$ cat config.mk
export PLATFORM = sky130hd
export DESIGN_NAME = hwpe_stream_tcdm_fifo_load_credit
export DESIGN_NICKNAME = d
export VERILOG_FILES = /design/src/rtl/hwpe_stream_package.sv /design/src/rtl/hwpe_stream_fifo.sv /design/src/rtl/hwpe_stream_tcdm_fifo_load_credit.sv
export SDC_FILE = /design/constraint.sdc
export NUM_CORES = 1
export LEC_CHECK = 0
export CORE_ASPECT_RATIO = 1.5
export CORE_MARGIN = 5
export CORE_UTILIZATION = 45
export DETAILED_ROUTE_END_ITERATION = 8
export GPL_TIMING_DRIVEN = 0
export PLACE_DENSITY = 0.68
export SYNTH_ARGS = -nofsm -noshare
export SYNTH_HDL_FRONTEND = slang
export SYNTH_SLANG_ARGS = --single-unit
$ cat constraint.sdc
create_clock -name clk_i -period 8.4 [get_ports clk_i]
set_input_delay 2.52 -clock clk_i [delete_from_list [all_inputs] [get_ports clk_i]]
set_output_delay 2.52 -clock clk_i [all_outputs]
set_load 0.03 [all_outputs]
$ cat src/rtl/hwpe_stream_package.sv
// hwpe_stream_package
// Shared constants and helpers for the hwpe_stream blocks.
//   HWPE_STREAM_DATA_WIDTH / HWPE_STREAM_ADDR_WIDTH : default TCDM widths
//   HWPE_STREAM_FIFO_DEPTH                          : default FIFO depth
//   cnt_width(depth)                                : bits needed to count 0..depth
package hwpe_stream_package;

    localparam int unsigned HWPE_STREAM_DATA_WIDTH = 32;
    localparam int unsigned HWPE_STREAM_ADDR_WIDTH = 32;
    localparam int unsigned HWPE_STREAM_FIFO_DEPTH = 8;

    // Width of a counter that must hold every value from 0 up to depth inclusive.
    function automatic int unsigned cnt_width(input int unsigned depth);
        return $clog2(depth + 1);
    endfunction

endpackage

$ cat src/rtl/hwpe_stream_fifo.sv
// hwpe_stream_fifo
// Generic first-word-fall-through stream FIFO.
//   clk_i, rst_i : clock, synchronous active-high reset
//   clear_i      : synchronous flush; wins over a push/pop in the same cycle
//   push         : write request, ignored while full
//   push_data    : write data
//   full         : no free entry
//   pop          : read acknowledge, ignored while empty
//   pop_data     : head entry (valid while !empty)
//   empty        : no stored entry
module hwpe_stream_fifo
    import hwpe_stream_package::*;
#(
    parameter int unsigned DATA_WIDTH = HWPE_STREAM_DATA_WIDTH,
    parameter int unsigned DEPTH      = HWPE_STREAM_FIFO_DEPTH,
    parameter int unsigned LATCH_FIFO = 0
) (
    input  logic                  clk_i,
    input  logic                  rst_i,
    input  logic                  clear_i,
    input  logic                  push,
    input  logic [DATA_WIDTH-1:0] push_data,
    output logic                  full,
    input  logic                  pop,
    output logic [DATA_WIDTH-1:0] pop_data,
    output logic                  empty
);

    localparam int unsigned PW = $clog2(DEPTH);
    localparam int unsigned CW = cnt_width(DEPTH);

    logic [DATA_WIDTH-1:0] mem_reg [DEPTH];
    logic [PW-1:0]         wr_ptr_reg;
    logic [PW-1:0]         rd_ptr_reg;
    logic [CW-1:0]         count_reg;
    logic                  do_push;
    logic                  do_pop;

    assign full     = (count_reg == CW'(DEPTH));
    assign empty    = (count_reg == '0);
    assign do_push  = push & ~full;
    assign do_pop   = pop & ~empty;
    assign pop_data = mem_reg[rd_ptr_reg];

    // Pointers wrap explicitly so DEPTH need not be a power of two.
    function automatic logic [PW-1:0] ptr_inc(input logic [PW-1:0] ptr);
        return (ptr == PW'(DEPTH - 1)) ? '0 : ptr + 1'b1;
    endfunction

    always_ff @(posedge clk_i) begin
        if (rst_i || clear_i) begin
            wr_ptr_reg <= '0;
            rd_ptr_reg <= '0;
            count_reg  <= '0;
        end else begin
            if (do_push) wr_ptr_reg <= ptr_inc(wr_ptr_reg);
            if (do_pop)  rd_ptr_reg <= ptr_inc(rd_ptr_reg);
            case ({do_push, do_pop})
                2'b10:   count_reg <= count_reg + 1'b1;
                2'b01:   count_reg <= count_reg - 1'b1;
                default: count_reg <= count_reg;
            endcase
        end
    end

    // One write-enabled register per entry. LATCH_FIFO=1 drops the entry
    // reset so the array maps onto plain storage cells; with LATCH_FIFO=0
    // the entries are cleared so pop_data is deterministic out of reset.
    genvar gi;
    generate
        for (gi = 0; gi < DEPTH; gi++) begin : g_entry
            if (LATCH_FIFO != 0) begin : g_plain
                always_ff @(posedge clk_i) begin
                    if (do_push && wr_ptr_reg == PW'(gi)) mem_reg[gi] <= push_data;
                end
            end else begin : g_reset
                always_ff @(posedge clk_i) begin
                    if (rst_i)                                 mem_reg[gi] <= '0;
                    else if (do_push && wr_ptr_reg == PW'(gi)) mem_reg[gi] <= push_data;
                end
            end
        end
    endgenerate

endmodule

$ cat src/rtl/hwpe_stream_tcdm_fifo_load_credit.sv
// hwpe_stream_tcdm_fifo_load_credit
// Credit-based decoupling of a TCDM load port: upstream requests are queued
// in an address FIFO and only issued to the TCDM when a response slot is
// reserved, so the response FIFO can never overflow. clear_i flushes both
// FIFOs and silently drops the responses still owed for already-granted loads.
//   clk_i, rst_i, clear_i                  : clock, sync reset, sync soft clear
//   slv_req_i/slv_gnt_o/slv_add_i          : upstream request channel
//   slv_r_data_o/slv_r_valid_o/slv_r_ready_i : upstream response channel
//   mst_req_o/mst_gnt_i/mst_add_o          : TCDM request channel
//   mst_r_data_i/mst_r_valid_i             : TCDM in-order response channel
//   credit_o                               : free response slots
//   idle_o                                 : nothing queued, outstanding or stored
//   error_o                                : sticky protocol error
module hwpe_stream_tcdm_fifo_load_credit
    import hwpe_stream_package::*;
#(
    parameter int unsigned DATA_WIDTH = HWPE_STREAM_DATA_WIDTH,
    parameter int unsigned ADDR_WIDTH = HWPE_STREAM_ADDR_WIDTH,
    parameter int unsigned FIFO_DEPTH = HWPE_STREAM_FIFO_DEPTH,
    parameter int unsigned LATCH_FIFO = 0
) (
    input  logic                             clk_i,
    input  logic                             rst_i,
    input  logic                             clear_i,
    input  logic                             slv_req_i,
    output logic                             slv_gnt_o,
    input  logic [ADDR_WIDTH-1:0]            slv_add_i,
    output logic [DATA_WIDTH-1:0]            slv_r_data_o,
    output logic                             slv_r_valid_o,
    input  logic                             slv_r_ready_i,
    output logic                             mst_req_o,
    input  logic                             mst_gnt_i,
    output logic [ADDR_WIDTH-1:0]            mst_add_o,
    input  logic [DATA_WIDTH-1:0]            mst_r_data_i,
    input  logic                             mst_r_valid_i,
    output logic [$clog2(FIFO_DEPTH+1)-1:0]  credit_o,
    output logic                             idle_o,
    output logic                             error_o
);

    localparam int unsigned CW = cnt_width(FIFO_DEPTH);

    logic          req_full, req_empty, resp_full, resp_empty;
    logic [CW-1:0] credit_reg, credit_next;
    logic [CW-1:0] outstanding_reg, outstanding_next;
    logic [CW-1:0] discard_reg, discard_next;
    logic          error_reg, error_next;
    logic          grant, resp_expected, resp_drop, resp_push, resp_pop;
    logic          credit_bad;
    int            credit_calc, out_calc;

    // Request issue depends only on registered state, never on mst_gnt_i.
    assign slv_gnt_o     = ~req_full;
    assign mst_req_o     = ~req_empty & (credit_reg != '0);
    assign grant         = mst_req_o & mst_gnt_i;
    assign slv_r_valid_o = ~resp_empty;
    assign resp_pop      = slv_r_valid_o & slv_r_ready_i;

    // A response with nothing outstanding is a protocol error and is ignored.
    // Responses owed to loads issued before a clear are dropped in order.
    assign resp_expected = mst_r_valid_i & (outstanding_reg != '0);
    assign resp_drop     = resp_expected & (discard_reg != '0);
    assign resp_push     = resp_expected & (discard_reg == '0);

    always_comb begin
        credit_calc      = int'(credit_reg) + int'(resp_pop) + int'(resp_drop) - int'(grant);
        out_calc         = int'(outstanding_reg) + int'(grant) - int'(resp_expected);
        credit_bad       = (credit_calc < 0) || (credit_calc > int'(FIFO_DEPTH));
        // An out-of-range credit update is refused and flagged.
        credit_next      = credit_bad ? credit_reg : CW'(credit_calc);
        outstanding_next = CW'(out_calc);
        discard_next     = discard_reg - CW'(resp_drop);
        error_next       = error_reg
                         | (mst_r_valid_i & (outstanding_reg == '0))
                         | credit_bad
                         | (resp_push & resp_full);
        if (clear_i) begin
            // Every load still owed by the TCDM, including one granted in
            // this very cycle, becomes a response to discard.
            discard_next = CW'(out_calc);
            credit_next  = CW'(int'(FIFO_DEPTH) - out_calc);
            error_next   = 1'b0;
        end
    end

    always_ff @(posedge clk_i) begin
        if (rst_i) begin
            credit_reg      <= CW'(FIFO_DEPTH);
            outstanding_reg <= '0;
            discard_reg     <= '0;
            error_reg       <= 1'b0;
        end else begin
            credit_reg      <= credit_next;
            outstanding_reg <= outstanding_next;
            discard_reg     <= discard_next;
            error_reg       <= error_next;
        end
    end

    assign credit_o = credit_reg;
    assign error_o  = error_reg;
    assign idle_o   = req_empty & (outstanding_reg == '0) & resp_empty;

    hwpe_stream_fifo #(
        .DATA_WIDTH (ADDR_WIDTH),
        .DEPTH      (FIFO_DEPTH),
        .LATCH_FIFO (LATCH_FIFO)
    ) i_req_fifo (
        .clk_i     (clk_i),
        .rst_i     (rst_i),
        .clear_i   (clear_i),
        .push      (slv_req_i),
        .push_data (slv_add_i),
        .full      (req_full),
        .pop       (grant),
        .pop_data  (mst_add_o),
        .empty     (req_empty)
    );

    hwpe_stream_fifo #(
        .DATA_WIDTH (DATA_WIDTH),
        .DEPTH      (FIFO_DEPTH),
        .LATCH_FIFO (LATCH_FIFO)
    ) i_resp_fifo (
        .clk_i     (clk_i),
        .rst_i     (rst_i),
        .clear_i   (clear_i),
        .push      (resp_push),
        .push_data (mst_r_data_i),
        .full      (resp_full),
        .pop       (resp_pop),
        .pop_data  (slv_r_data_o),
        .empty     (resp_empty)
    );

endmodule
==> qor.yml <==
outcome: "complete, no violations"
synth_seq_area_share_pct: 63.8
fill_cells: 4577
grt_setup_unrepaired: "false"
syn_inst: 1632
cts_tree: "yes"
finalCriticalPeriod_ps: 5950
post-synth-top-area-fraction_pct: 60.7
route.detailed.drc: 0
skew_ps: 35.2
io_buffers: 142
die_y_um: 301
num_vias: 14900
hold_end: "i_req_fifo.wr_ptr_reg[1]$_SDFFE_PP0P_"
initial_utilization_pct: 45.5
vias_per_cell: 5.79
totalWireLength_mm: 62.4
dieArea_mm2: 0.0612
r2r_cells: 13
groute.usage.overall_pct: 20.3
rr_startpoint: "i_req_fifo.count_reg[0]$_SDFFE_PP0P_"
cts_resized: 0
endpoint_kind: "primary output"
ys_warn_count: 0
num_io_pins: 144
rows: 106
yosys.area_share.simple_pct: 14.6
pwr_density_cell_mw_per_mm2: 229
min_from: "i_req_fifo.wr_ptr_reg[1]$_SDFFE_PP0P_"
cts_inserted_buffers: 51
dp_cells: 2480
setup_viol: 0
async_reset_ff_share_pct: 0
multi_input_area_mm2: 0.00841
wire_per_inst_um: 24.3
tightest_slew_ps: 1210
core_area_mm2: 0.0557
hold_buffers: 0
critPathArrivalTime_ps: 3430
rrSetupSlack_ps: 4320
first_pass_iters: 5
ys_types: 50
synth_ff_type: "edfxtp_1"
maxCapViolCount: 0
drive_above_1_share_pct: 18.0
slew_violations: 0
gp_congestion: 0.798
grt_max_degree: 33
crit_type: "reg -> out"
first_iter_violations: 975
fmax_mhz: 168
synth_edf_count: 512
crit_fanout: 10
avgSynthCellArea_um2: 15.5
synth_fa_ha_area_share_pct: 2.17
ant_nets: 0
relSlewSlack_pct: 19.2
hold_viol_final: 0
fp.dieW_um: 204
crit_path_start_kind: "flop"
period_share_pct: 70.8
antenna_found_initial: 3
grt_pass1_wl_mm: 94.8
cts_root_buffer: "clkbuf_16"
p_leak_nw: 11.6
syn_area_mm2: 0.0253
finalSetupTns_ps: 0
dp_hpwl_mm: 43.5
h-tree-depth: 2
clkLatencyLatePin_ps: 600
clk_pin_slew_ps: 60
synth_largest_area_cell: "edfxtp_1"
critical_path_required_ps: 5880
vdd_ir_drop_max_uv: 196
yosys-mux-area-fraction_pct: 14.3
grt_pass1_vias: 16200
synth_top_family_by_area: "simple AND/OR/NAND/NOR gates"
syn_nets: 1744
syn_to_final_growth_pct: 15.8
cts_buffer_depth: 3
fin_nets: 1943
holdPathStages: 2
grt-ovfl-total: 0
holdCritPathClass: "reg -> reg"
synth.area.top_cells: "edfxtp_1 61%, mux4_2 11%, and3_1 8.0%, and2_1 4.8%, dfxtp_1 3.1%"
synth_compound_area_share_pct: 1.66
synth_xor_area_share_pct: 0.415
final_cell_count_no_fill: 2572
cts.sinks: 551
ys_ff_latch: 551
postCtsSetupBuffers: 0
regArea_mm2: 0.0162
r2r-end: "credit_o[3]$_SDFFE_PP1P_"
==> through the flow <==
step                      instance area (µm²)  total power [W]  worst slack [ps]  hold slack [ps]  util, %
after floorplan                         25300          0.00404              3330              450        -
after global placement                  27600          0.00447              2050              466     49.6
after detailed placement                27700          0.00450              2360              480     49.8
after CTS                               29300          0.00676              2380              492     52.7
after global routing                    29300          0.00696              2260              511     52.7
final                                   29300          0.00671              2450              487     52.7
==> layer usage <==
layer / track usage (%) / up-vias / share of wire [%]
li1: - / 6642 / -
met1: 21.0 / 7641 / 33
met2: 40.5 / 475 / 58
met3: 3.40 / 134 / 5.2
met4: 6.96 / 2 / 3.1
met5: 0 / - / 0.021
==> worst max-delay path: stages (launching register included) <==
cell and delay [ps]:
dfxtp_1 300, clkbuf_1 550, buf_2 470, mux4_2 610
mux2_2 290, clkdlybuf4s50_1 620
==> how the worst max path moves through the flow <==
| stage | start | end | slack [ps] | cells after the start |
|---|---|---|---|---|
| after detailed placement | rst_i | i_resp_fifo.mem_reg[4][14]$_SDFFCE_PN0P_ | 2360 | 4 |
| after floorplan | mst_r_valid_i | credit_o[3]$_SDFFE_PP1P_ | 3330 | 12 |
| after global routing | flop | mst_add_o[22] | 2260 | 5 |
| after global placement | rst_i | i_resp_fifo.mem_reg[7][12]$_SDFFCE_PN0P_ | 2050 | 4 |
| final | flop | mst_add_o[4] | 2450 | 5 |
| after CTS | flop | slv_r_data_o[12] | 2380 | 5 |
==> synth_stat cells (2+ instances only) <==
master,count
nor3_1,4
a31oi_1,2
and3_4,3
a211oi_1,6
ha_1,36
dfxtp_1,39
nand3b_1,3
nand2_1,18
buf_2,19
clkbuf_1,85
a21oi_1,28
nand3_1,3
clkbuf_2,5
nor4_1,2
a31o_2,6
or3_1,4
o21ai_0,4
xor2_1,6
fa_1,5
xnor2_1,6
edfxtp_1,512
mux4_2,128
buf_1,3
or4_1,2
and2_1,194
a21o_1,14
mux2_2,65
buf_6,16
nor2_1,35
nand2b_1,2
and3_1,324
inv_1,35
==> report_power, final <==
| part | internal [W] | switching (W) | leakage (nW) |
|---|---|---|---|
| sequential | 0.00317 | 0.0000607 | 5.62 |
| combinational | 0.000489 | 0.000718 | 5.21 |
| clock | 0.00125 | 0.00102 | 0.793 |
| total | 0.00492 | 0.00180 | 11.6 |
==> area by class of cell <==
cell class	instances	share of cell area (%)
Inverter	37	0.499
Clock inverter	32	0.810
Tap cell	702	2.99
Timing Repair Buffer	146	5.14
Buffer	128	2.15
Clock buffer	59	4.67
Sequential cell	551	55.1
Antenna cell	1	0.00853
Multi-Input combinational cell	916	28.7
==> cell families (layout without fill, tap and decap cells) <==
kind of cell,Yosys count,in the layout
AO/OA/AOI/OAI,65,65
XOR/XNOR,12,12
adder cells (fa/ha/maj),41,41
other,0,1
flip-flops,551,551
multiplexers,194,194
buffers and inverters,165,402
AND/OR/NAND/NOR,604,604
==> cell usage in the layout, fill, tap and decap left out, drive strengths merged, types with 36 or more instances in the layout <==
cell | netlist | final
ha | 36 | 36
dfxtp | 39 | 39
mux4 | 128 | 128
nor2 | 37 | 37
edfxtp | 512 | 512
buf | 38 | 42
mux2 | 65 | 65
inv | 36 | 37
and3 | 327 | 327
clkbuf | 90 | 149
and2 | 194 | 194
clkdlybuf4s50 | 0 | 142
Power figures use the tool's default switching activity.
==> RTL change, RTL diff (same flow settings) <==
`HWPE_STREAM_FIFO_DEPTH`: 8 -> 16.
--- a/src/rtl/hwpe_stream_package.sv
+++ b/src/rtl/hwpe_stream_package.sv
@@ -7,7 +7,7 @@
 
     localparam int unsigned HWPE_STREAM_DATA_WIDTH = 32;
     localparam int unsigned HWPE_STREAM_ADDR_WIDTH = 32;
-    localparam int unsigned HWPE_STREAM_FIFO_DEPTH = 8;
+    localparam int unsigned HWPE_STREAM_FIFO_DEPTH = 16;
 
     // Width of a counter that must hold every value from 0 up to depth inclusive.
     function automatic int unsigned cnt_width(input int unsigned depth);
Interface: changed (resized credit_o); port bits go from 144 to 145. No check against the original RTL was run, so the function may have changed too.
==> RTL change against the original RTL <==
Maximum frequency shrank 12%; combinational power rose by 29%; critical endpoint is now mst_add_o[0]; total power is 84% higher; largest cell class unchanged; setup slack worse by 0.79 ns; routed wire length increased by 110%; synthesized cell count is 85% higher; sequential cell count up 523; count of clock-buffer cells in the layout rose by 83; area after synthesis increased by 92%; design area grew 93%; first-iteration DRC count grew to 2.5 times the old value.
==> RTL change: results (changes against the original RTL) <==
CP peak stage delay=0.79 ns (+0.17 ns); mux cell area share after synthesis=0.150 (+0.00641); most frequent cells after synthesis=1025 x and2_1, 1024 x edfxtp_1, 320 x mux4_2, 192 x clkbuf_1, 56 x nor2_1; final std cells w/o fill=4807 (+87%); htree depth=3 (+1); number of enable flip-flop cells after synthesis=1024 (+100%); status=finished clean; Clk pwr share=0.372 (+0.034); Setup crit end=mst_add_o[0]; GRT Total Usage=0.224 (+0.0209); hold_ws=0.504 ns (+0.0165 ns); synthesized net count=3122 (+79%); r2r endpoint=credit_o[4]; Clock Skew=0.0325 ns (-0.00269 ns); M1 wire length=43400 µm (+110%); met3 GRT Util=0.0434 (+0.00940); layout cells sized above 1=0.185 (+0.00553); XOR/XNOR Fraction of Synth Area=0.00396 (-0.000191); clk_lat worst skew=0.69 ns (+0.09 ns); Met2 Routed Length=70300 µm (+94%); Num CTS Buffers=102 (+100%); LEAKAGE=19.8 nW (+70%); via count=26982 (+81%); worst path arrival time=4.21 ns (+0.78 ns); Routed WL=128000 µm (+110%); P_sw=3.02 mW (+68%); R2R cell count=14 (+1); worst flop-to-flop path startpoint=credit_o[2]; Distinct cells, synth=55 (+10%); Synth area leaders=edfxtp_1 63%, mux4_2 15%, and2_1 13%; first-pass GRT wire length=189000 µm (+99%); Min-Delay Endpoint=i_resp_fifo.rd_ptr_reg[1]; Final HPWL DP=90100 µm (+110%); Post-Syn Area per Cell=16.2 µm² (+4.1%); hold_sp=i_resp_fifo.rd_ptr_reg[1]; slowest CP cell=clkbuf_1; post-place instance area=53200 µm² (+92%); Final nets=3413 (+76%); Seq group=6.22 mW (+93%); number of global-route vias before repair=28662 (+77%)
[RTL change: cells by family (layout without fill, tap and decap cells)]
| group | count (synthesis) | count (layout) |
|---|---|---|
| adder cells (fa/ha/maj) | 37 | 37 |
| AO/OA/AOI/OAI | 99 | 99 |
| flip-flops | 1074 | 1074 |
| AND/OR/NAND/NOR | 1177 | 1177 |
| other | 0 | 3 |
| buffers and inverters | 278 | 653 |
| multiplexers | 327 | 327 |
| XOR/XNOR | 22 | 22 |
[RTL change: cell type report]
| cell class | instances | area (µm²) |
|---|---|---|
| Antenna cell | 3 | 7.51 |
| Fill cell | 8677 | 50700 |
| Sequential cell | 1074 | 31800 |
| Multi-Input combinational cell | 1662 | 16200 |
| Inverter | 32 | 120 |
| Buffer | 246 | 993 |
| Clock buffer | 142 | 2880 |
| Clock inverter | 46 | 408 |
| Timing Repair Buffer | 187 | 2400 |
| Tap cell | 1415 | 1770 |
